[src/rtl/lfsr_seq_ctrl_if.sv]
// Board-control and shift-register signal bundle for lfsr_seq_ctrl.
// period/period_valid exist only when LFSR_PERIOD_DET_EN is defined.
interface lfsr_seq_ctrl_if #(
  parameter int WIDTH = 8,
  parameter int DIV_W = 16,
  parameter int CNT_W = 16
);
  logic             start;
  logic             stop;
  logic [WIDTH-1:0] seed;
  logic [DIV_W-1:0] div;
  logic [CNT_W-1:0] steps;
  logic [WIDTH-1:0] sr_q;

  logic             sr_load;
  logic [WIDTH-1:0] sr_seed;
  logic             sr_step;
  logic             busy;
  logic             done;
  logic [CNT_W-1:0] step_cnt;
  logic             lockup;

`ifdef LFSR_PERIOD_DET_EN
  logic [CNT_W-1:0] period;
  logic             period_valid;

  modport master (
    input  start, stop, seed, div, steps, sr_q,
    output sr_load, sr_seed, sr_step, busy, done, step_cnt, lockup,
    output period, period_valid
  );

  modport slave (
    output start, stop, seed, div, steps, sr_q,
    input  sr_load, sr_seed, sr_step, busy, done, step_cnt, lockup,
    input  period, period_valid
  );
`else
  modport master (
    input  start, stop, seed, div, steps, sr_q,
    output sr_load, sr_seed, sr_step, busy, done, step_cnt, lockup
  );

  modport slave (
    output start, stop, seed, div, steps, sr_q,
    input  sr_load, sr_seed, sr_step, busy, done, step_cnt, lockup
  );
`endif
endinterface

[src/rtl/lfsr_seq_ctrl.sv]
// Run controller for the LFSR/display shift register: seed load, prescaled steps, step limit, lockup flag.
// Define LFSR_PERIOD_DET_EN to add the period detector (period/period_valid outputs).
module lfsr_seq_ctrl #(
  parameter int WIDTH = 8,
  parameter int DIV_W = 16,
  parameter int CNT_W = 16
) (
  input  logic            clk,
  input  logic            clr,
  lfsr_seq_ctrl_if.master bus
);

  localparam logic [1:0] S_IDLE = 2'd0;
  localparam logic [1:0] S_LOAD = 2'd1;
  localparam logic [1:0] S_RUN  = 2'd2;
  localparam logic [1:0] S_DONE = 2'd3;

  // An all-zero seed would park the register in its lockup state.
  function automatic logic [WIDTH-1:0] safe_seed(input logic [WIDTH-1:0] s);
    return (s == '0) ? {{(WIDTH-1){1'b0}}, 1'b1} : s;
  endfunction

  logic [1:0]       state_q,    state_d;
  logic [WIDTH-1:0] seed_q,     seed_d;
  logic [DIV_W-1:0] div_q,      div_d;
  logic [DIV_W-1:0] psc_q,      psc_d;
  logic [CNT_W-1:0] steps_q,    steps_d;
  logic [CNT_W-1:0] step_cnt_q, step_cnt_d;
  logic             lockup_q,   lockup_d;
  logic             sr_load_q,  sr_load_d;
  logic             sr_step_q,  sr_step_d;
  logic             busy_q,     busy_d;
  logic             done_q,     done_d;

  logic start_acc;
  logic sr_zero;
  logic limit_hit;
  logic tick;

  assign start_acc = (state_q == S_IDLE) && bus.start && !bus.stop;
  assign sr_zero   = (bus.sr_q == '0);
  assign limit_hit = (steps_q != '0) && (step_cnt_q == steps_q);
  assign tick      = (psc_q == div_q);

  always_comb begin
    state_d = state_q;
    case (state_q)
      S_IDLE:  if (start_acc) state_d = S_LOAD;
      S_LOAD:  state_d = bus.stop ? S_DONE : S_RUN;
      S_RUN:   if (bus.stop || sr_zero || limit_hit) state_d = S_DONE;
      S_DONE:  state_d = S_IDLE;
      default: state_d = S_IDLE;
    endcase
  end

  // The final step is issued with the count reaching the limit; the exit
  // happens on the following cycle, once that step has been applied.
  always_comb begin
    seed_d     = seed_q;
    div_d      = div_q;
    steps_d    = steps_q;
    psc_d      = psc_q;
    step_cnt_d = step_cnt_q;
    lockup_d   = lockup_q;
    sr_step_d  = 1'b0;
    if (start_acc) begin
      seed_d     = safe_seed(bus.seed);
      div_d      = bus.div;
      steps_d    = bus.steps;
      psc_d      = '0;
      step_cnt_d = '0;
      lockup_d   = 1'b0;
    end else if (state_q == S_RUN && !bus.stop) begin
      if (sr_zero) begin
        lockup_d = 1'b1;
      end else if (!limit_hit) begin
        if (tick) begin
          psc_d      = '0;
          sr_step_d  = 1'b1;
          step_cnt_d = step_cnt_q + 1'b1;
        end else begin
          psc_d = psc_q + 1'b1;
        end
      end
    end
  end

  always_comb begin
    sr_load_d = (state_d == S_LOAD);
    busy_d    = (state_d == S_LOAD) || (state_d == S_RUN);
    done_d    = (state_d == S_DONE);
  end

  always_ff @(posedge clk) begin
    if (!clr) begin
      state_q    <= S_IDLE;
      seed_q     <= '0;
      div_q      <= '0;
      psc_q      <= '0;
      steps_q    <= '0;
      step_cnt_q <= '0;
      lockup_q   <= 1'b0;
      sr_load_q  <= 1'b0;
      sr_step_q  <= 1'b0;
      busy_q     <= 1'b0;
      done_q     <= 1'b0;
    end else begin
      state_q    <= state_d;
      seed_q     <= seed_d;
      div_q      <= div_d;
      psc_q      <= psc_d;
      steps_q    <= steps_d;
      step_cnt_q <= step_cnt_d;
      lockup_q   <= lockup_d;
      sr_load_q  <= sr_load_d;
      sr_step_q  <= sr_step_d;
      busy_q     <= busy_d;
      done_q     <= done_d;
    end
  end

  assign bus.sr_load  = sr_load_q;
  assign bus.sr_seed  = seed_q;
  assign bus.sr_step  = sr_step_q;
  assign bus.busy     = busy_q;
  assign bus.done     = done_q;
  assign bus.step_cnt = step_cnt_q;
  assign bus.lockup   = lockup_q;

`ifdef LFSR_PERIOD_DET_EN
  // sr_q shows a step one cycle after sr_step, so the compare and the
  // count belonging to that step are both delayed by one cycle.
  logic             chk_q,          chk_d;
  logic [CNT_W-1:0] chk_cnt_q,      chk_cnt_d;
  logic [CNT_W-1:0] period_q,       period_d;
  logic             period_valid_q, period_valid_d;

  always_comb begin
    chk_d          = sr_step_q;
    chk_cnt_d      = step_cnt_q;
    period_d       = period_q;
    period_valid_d = period_valid_q;
    if (start_acc) begin
      period_d       = '0;
      period_valid_d = 1'b0;
    end else if (state_q == S_RUN && chk_q && !period_valid_q && bus.sr_q == seed_q) begin
      period_d       = chk_cnt_q;
      period_valid_d = 1'b1;
    end
  end

  always_ff @(posedge clk) begin
    if (!clr) begin
      chk_q          <= 1'b0;
      chk_cnt_q      <= '0;
      period_q       <= '0;
      period_valid_q <= 1'b0;
    end else begin
      chk_q          <= chk_d;
      chk_cnt_q      <= chk_cnt_d;
      period_q       <= period_d;
      period_valid_q <= period_valid_d;
    end
  end

  assign bus.period       = period_q;
  assign bus.period_valid = period_valid_q;
`endif

endmodule

[src/flat_wrapper.sv]
// flat-port wrapper written by rule: the top's interface ports become plain ports
module lfsr_seq_ctrl_flat 
#(
  parameter int WIDTH = 8,
  parameter int DIV_W = 16,
  parameter int CNT_W = 16
)
  (clk, clr, bus_start, bus_stop, bus_seed, bus_div, bus_steps, bus_sr_q, bus_sr_load, bus_sr_seed, bus_sr_step, bus_busy, bus_done, bus_step_cnt, bus_lockup);
  lfsr_seq_ctrl_if #(.WIDTH(WIDTH), .DIV_W(DIV_W), .CNT_W(CNT_W)) bus_i ();
  input  logic clk;
  input  logic clr;
  input wire logic [$bits(bus_i.start)-1:0] bus_start;
  input wire logic [$bits(bus_i.stop)-1:0] bus_stop;
  input wire logic [$bits(bus_i.seed)-1:0] bus_seed;
  input wire logic [$bits(bus_i.div)-1:0] bus_div;
  input wire logic [$bits(bus_i.steps)-1:0] bus_steps;
  input wire logic [$bits(bus_i.sr_q)-1:0] bus_sr_q;
  output wire logic [$bits(bus_i.sr_load)-1:0] bus_sr_load;
  output wire logic [$bits(bus_i.sr_seed)-1:0] bus_sr_seed;
  output wire logic [$bits(bus_i.sr_step)-1:0] bus_sr_step;
  output wire logic [$bits(bus_i.busy)-1:0] bus_busy;
  output wire logic [$bits(bus_i.done)-1:0] bus_done;
  output wire logic [$bits(bus_i.step_cnt)-1:0] bus_step_cnt;
  output wire logic [$bits(bus_i.lockup)-1:0] bus_lockup;
  assign bus_i.start = bus_start;
  assign bus_i.stop = bus_stop;
  assign bus_i.seed = bus_seed;
  assign bus_i.div = bus_div;
  assign bus_i.steps = bus_steps;
  assign bus_i.sr_q = bus_sr_q;
  assign bus_sr_load = bus_i.sr_load;
  assign bus_sr_seed = bus_i.sr_seed;
  assign bus_sr_step = bus_i.sr_step;
  assign bus_busy = bus_i.busy;
  assign bus_done = bus_i.done;
  assign bus_step_cnt = bus_i.step_cnt;
  assign bus_lockup = bus_i.lockup;
  lfsr_seq_ctrl #(.WIDTH(WIDTH), .DIV_W(DIV_W), .CNT_W(CNT_W)) u_core (.clk(clk), .clr(clr), .bus(bus_i));
endmodule
[config.mk]
export PLATFORM = sky130hd
export DESIGN_NAME = lfsr_seq_ctrl_flat
export DESIGN_NICKNAME = d
export VERILOG_FILES = /design/src/rtl/lfsr_seq_ctrl_if.sv /design/src/rtl/lfsr_seq_ctrl.sv /design/src/flat_wrapper.sv
export SDC_FILE = /design/constraint.sdc
export NUM_CORES = 1
export LEC_CHECK = 0
export ABC_AREA = 1
export BUFFER_PORTS_ARGS = -buffer_cell sky130_fd_sc_hd__buf_2
export CAP_MARGIN = 10
export CORE_UTILIZATION = 40
export CTS_CLUSTER_SIZE = 16
export DETAILED_ROUTE_END_ITERATION = 12
export SYNTH_ARGS = -nofsm -noshare
export SYNTH_HDL_FRONTEND = slang
export SYNTH_SLANG_ARGS = --single-unit
[constraint.sdc]
create_clock -name clk -period 4.9 [get_ports clk]
set_input_delay 0.49 -clock clk [delete_from_list [all_inputs] [get_ports clk]]
set_output_delay 0.49 -clock clk [all_outputs]
set_load 0.02 [all_outputs]
==> Word level (Yosys, flattened, before mapping) <==
Index checks and enable logic that the tools add are counted.
{ "op_classes": {"add_sub_neg": 2, "n_eq_ne": 8, "mux": 7, "bitwise": 4, "reduce_logical": 17} }
{ "ops": {"columns": ["op", "n"], "rows": [
  ["16-bit by 1-bit adder with 16-bit output (second input constant)", 2],
  ["16-bit == test", 2],
  ["8-bit zero test", 2],
  ["16-bit two-way mux", 1],
  ["16-bit nonzero test", 1],
  ["2-bit == test (second input constant)", 4],
  ["8-bit two-way mux", 1],
  ["2-bit one-hot mux with 4 select lines", 1],
  ["5-bit OR reduction", 1],
  ["2-bit by 1-bit == test with 1-bit output (second input constant)", 2],
  ["1-bit logical AND", 4],
  ["2-bit two-way mux", 2],
  ["1-bit NOT", 4],
  ["4-bit AND reduction", 1],
  ["1-bit logical OR", 3],
  ["3-bit AND reduction", 1],
  ["2-bit zero test", 1],
  ["1-bit two-way mux", 2],
  ["2-bit AND reduction", 1],
  ["2-bit OR reduction", 1],
  ["1-bit zero test", 1]
]} }
{ "totals": {"ff_bits": 79, "input_bits": 52, "output_inout_bits": 29, "elab_cells": 49} }

==> Longest topological paths before layout <==
{ "depth": {"depth_word": 7, "depth_mapped": 15, "ltp_nobuf": 15} }

==> Worst setup path after synthesis <==
Ideal clock, no wire load.
{ "synth_path": {"path_type": "register to register", "start": "register u_core.step_cnt_q[7] (netlist: u_core.bus.step_cnt[7])", "end": "register u_core.psc_q[14]", "setup_time_ps": 131, "t_arrival_ps": 1667, "t_required_ps": 4769, "path_slack_ps": 3103, "path_stages_with_launch": 14, "cell_sequence": "dfxtp_1 -> inv_1 -> nand2_1 -> nand2_1 -> nor2_1 -> nand2_1 -> nor2_1 -> nand3_2 -> and2_4 -> buf_6 -> buf_6 -> buf_6 -> nand4_1 -> a21oi_2"} }
{ "synth_via": {"elab_chain_len": 4} }
{ "synth_rtl": {"columns": ["element", "line", "source"], "rows": [
  ["from (decl)", "lfsr_seq_ctrl.sv:28", "logic [CNT_W-1:0] step_cnt_q, step_cnt_d;"],
  ["from (signal assigned)", "lfsr_seq_ctrl.sv:113", "step_cnt_q <= step_cnt_d;"],
  ["16-bit == test", "lfsr_seq_ctrl.sv:42", "assign limit_hit = (steps_q != '0) && (step_cnt_q == steps_q);"],
  ["1-bit logical AND", "lfsr_seq_ctrl.sv:42", null],
  ["1-bit NOT (no line)", null, null],
  ["3-bit AND reduction (no line)", null, null],
  ["to (signal assigned)", "lfsr_seq_ctrl.sv:111", "psc_q <= psc_d;"],
  ["to (decl)", "lfsr_seq_ctrl.sv:26", "logic [DIV_W-1:0] psc_q, psc_d;"]
]} }
No other way between the ends.
A chain may end at the register's enable or synchronous reset.

==> Final worst setup path <==
{ "layout_path": {"start": "register u_core.state_q[0]", "end": "register u_core.step_cnt_q[0] (netlist: u_core.bus.step_cnt[0])"} }
{ "layout_via": {"elab_chain_len": 4, "elab_cells_between_ends": 7, "cone_classes": "eq/ne (1); reduce/logical (6)"} }
{ "layout_rtl": {"columns": ["element", "line", "source"], "rows": [
  ["from (decl)", "lfsr_seq_ctrl.sv:23", "logic [1:0] state_q, state_d;"],
  ["from (signal assigned)", "lfsr_seq_ctrl.sv:108", "state_q <= state_d;"],
  ["2-bit zero test", "lfsr_seq_ctrl.sv:40", "assign start_acc = (state_q == S_IDLE) && bus.start && !bus.stop;"],
  ["1-bit logical AND (2 in a row)", "lfsr_seq_ctrl.sv:40", null],
  ["2-bit OR reduction (no line)", null, null]
]} }
Parallel ways exist; a longest one is shown, timed or not.

==> impl_metrics.yaml <==
synth:
  synth_simple_gate_area_frac: 0.297
  synth.yosys.seq_area_share: 0.379
  ys_types: 31
  synthesis.area_sq_mm: 0.00417
  synth.avg_cell_area_sq_um: 7.03
  yosys.area_share.adder: 0.0210
  synth_top_family_by_area: "simple AND/OR/NAND/NOR gates"
  synthCells: 593
  synth_xor_area_frac: 0.0903
  synth-compound-area-share: 0.116
  yosysTopAreaCell: "dfxtp_1"
  ys_warn_count: 0
  muxShareOfSynthArea: 0
  yosys-top-cells-area: "dfxtp_1, nand2_1, xor2_1"
  ys_ff_latch: 79
  syn_nets: 652
  synth_top_area_share: 0.379
timing:
  fin_skew_ns: 0.00617
  slew_headroom: 0.288
  min_period_ns: 2.87
  worst_pin_slew_ns: 1.07
  final-hold-violation-count: 0
  setup_viol: 0
  final-max-slew-violation-count: 0
  rsz0062_at_grt: "false"
  post-route-period-util: 0.586
  fmax_mhz: 348
  final.setup.tns_ns: 0
hold_path:
  holdPathStages: 3
  hold_class: "input port to register"
  holdPathEnd: "u_core.bus.sr_seed[0]"
  hold_start: "bus_seed[0]"
finish:
  nFillCells: 1016
  mostFrequentLayoutCell: "nand2_1"
  final_core_util: 0.486
  drive_above_1_share: 0.175
  seqCellArea_sq_mm: 0.00158
  layout_common_cells: "nand2_1, buf_2, dfxtp_1"
  diodes: 0
  final_nets: 718
  area_growth_pct: 16.0
  multi_input_area_sq_mm: 0.00219
power:
  clkPwrFrac: 0.375
  p_int_uw: 1140
  sw_frac_of_total: 0.283
  switching_power_uw: 449
  p_leak_uw: 0.00205
  seqPwrFrac: 0.449
  vdd_drop_max_v: 0.000158
  power_density_mw_per_mm2: 327
  comb_power_share: 0.177
critical_path:
  arrival_ns: 3.17
  cp.required_ns: 5.19
  r2r_end: "u_core.bus.step_cnt[0]"
  crit_buf_inv: 4
  criticalPathCategory: "register to register"
  startpoint_type: "register"
  crit_family: "buffers and inverters"
  cp_cell_sequence: "inv_1 -> ha_1 -> nand3_2 -> buf_4 -> inv_2 -> nor2_1 -> inv_1 -> nor2_1 -> nand2_1 -> nand2_1"
  crit_fanout: 56
  critPathSlowestCell: "inv_1"
  r2r_cells: 10
  critPathMaxStageDelay_ns: 0.51
  worst_setup_path_end_kind: "register"
  r2r_start: "u_core.state_q[0]"
  r2r_setup_slack_ns: 2.03
cts:
  clockBufferDepth: 2
  cts_hold_buf: 0
  clkLatencyLatePin_ns: 0.35
  htree_levels: 3
  clkTransAtPathRegs_ns: 0.08
  clock_sinks: 79
  post_cts_buffers: 0
  cts.repair.resized: 0
  cts_buffers: 9
  cts_tree: "done"
  cts_root_buf: "clkbuf_8"
global_route:
  grt_max_degree: 57
  grt.overflow.total: 0
  grtUsageTotal: 0.196
  grt_pass1_wl_mm: 17.3
  grt_pass1_vias: 3576
  antenna_found_initial: 0
run_status:
  outcome: "completed"
detailed_routing:
  vias: 3877
  wl_per_cell_um: 13.0
  vias_per_cell: 4.86
  drt_iter0_drc: 196
  drt-total-wl_mm: 10.4
  first_pass_iters: 5
  drc_errors: 0
  ant_nets: 0
placement:
  hpwlAfterDp_mm: 7.43
  gp_congestion: 0.920
  port_buffers: 80
floorplan:
  ioPinCount: 81
  die-width_um: 104
  core_sq_mm: 0.00995
  rows: 36
  start_util: 0.419
  dieArea_sq_mm: 0.0108
  fp.dieH_um: 104
flow_run:
  max_cap_violations: 0
how the worst max path moves through the flow:
stage	startpoint	to	slack, ns	cells past startpoint
6_report	u_core.state_q[0]	u_core.bus.step_cnt[0]	2.03	10
5_1_grt	u_core.state_q[0]	u_core.bus.step_cnt[1]	1.67	10
4_1_cts	u_core.state_q[0]	u_core.bus.step_cnt[1]	1.97	10
3_5_place_dp	bus_stop	u_core.bus.step_cnt[1]	1.98	10
3_3_place_gp	bus_stop	u_core.bus.step_cnt[0]	2.13	10
2_1_floorplan	u_core.bus.step_cnt[7]	u_core.psc_q[14]	3.10	13
per-layer routing:
metal	up-vias	track usage	wire, um	part of all wire
met5	-	0	0	0
met4	0	0.0704	88	0.0085
met3	6	0.0301	495	0.048
met2	105	0.294	4500	0.43
met1	1728	0.284	5280	0.51
li1	2038	-	-	-
final cells by class:
class,instances,share of cell area
clock inverter,3,0.0186
tap,133,0.0344
multi-input combinational,421,0.453
timing repair buffer,81,0.0843
sequential,79,0.327
clock buffer,13,0.0308
inverter,67,0.0522
metrics by stage:
stage / setup slack [ns] / cells / instance area, sq um / power [uW] / hold slack, ns
floorplan: 3.10 / 593 / 4170 / 940 / 0.437
global placement: 2.13 / 781 / 4600 / 1000 / 0.451
detailed placement: 1.98 / 781 / 4600 / 1010 / 0.455
CTS: 1.97 / 797 / 4840 / 1600 / 0.359
global route: 1.67 / 797 / 4840 / 1660 / 0.383
finish: 2.03 / 797 / 4840 / 1580 / 0.372
logic make-up after synthesis:
kind of cell | count (synthesis)
adder cells (fa/ha/maj) | 7
AO/OA/AOI/OAI | 95
flip-flops | 79
XOR/XNOR | 43
AND/OR/NAND/NOR | 276
buffers and inverters | 93
worst register-to-register path, stage by stage, from the launching register on:
cell	delay (ns)
dfxtp_1	0.38
inv_1	0.08
ha_1	0.24
nand3_2	0.08
buf_4	0.41
inv_2	0.31
nor2_1	0.30
inv_1	0.51
nor2_1	0.36
nand2_1	0.08
nand2_1	0.07
state kept, by name (all words and copies together), names as in the netlist:
name,count
u_core.bus.step_cnt,16
u_core.div_q,16
u_core.psc_q,16
u_core.steps_q,16
u_core.bus.sr_seed,8
u_core.state_q,2
u_core.bus.busy,1
u_core.bus.done,1
u_core.bus.lockup,1
u_core.bus.sr_load,1
u_core.bus.sr_step,1
synth_stat cells (all sizes together):
master,count
xnor2,11
a31oi,1
nand4,20
clkinv,2
xor2,32
o21ai,41
nand3,36
nor3,18
dfxtp,79
a21oi,53
nand2,129
nor2,68
and2,2
inv,65
nor4,3
clkbuf,14
buf,12
ha,7
power by group through the flow:
stage	Clock [uW]	Combinational, uW	Sequential, uW
final	594	280	711
after global routing	626	319	717
after CTS	604	282	711
after detailed placement	0	281	726
after global placement	0	276	725
after floorplan	0	205	735
No activity file was read; power rests on OpenSTA's default activity.
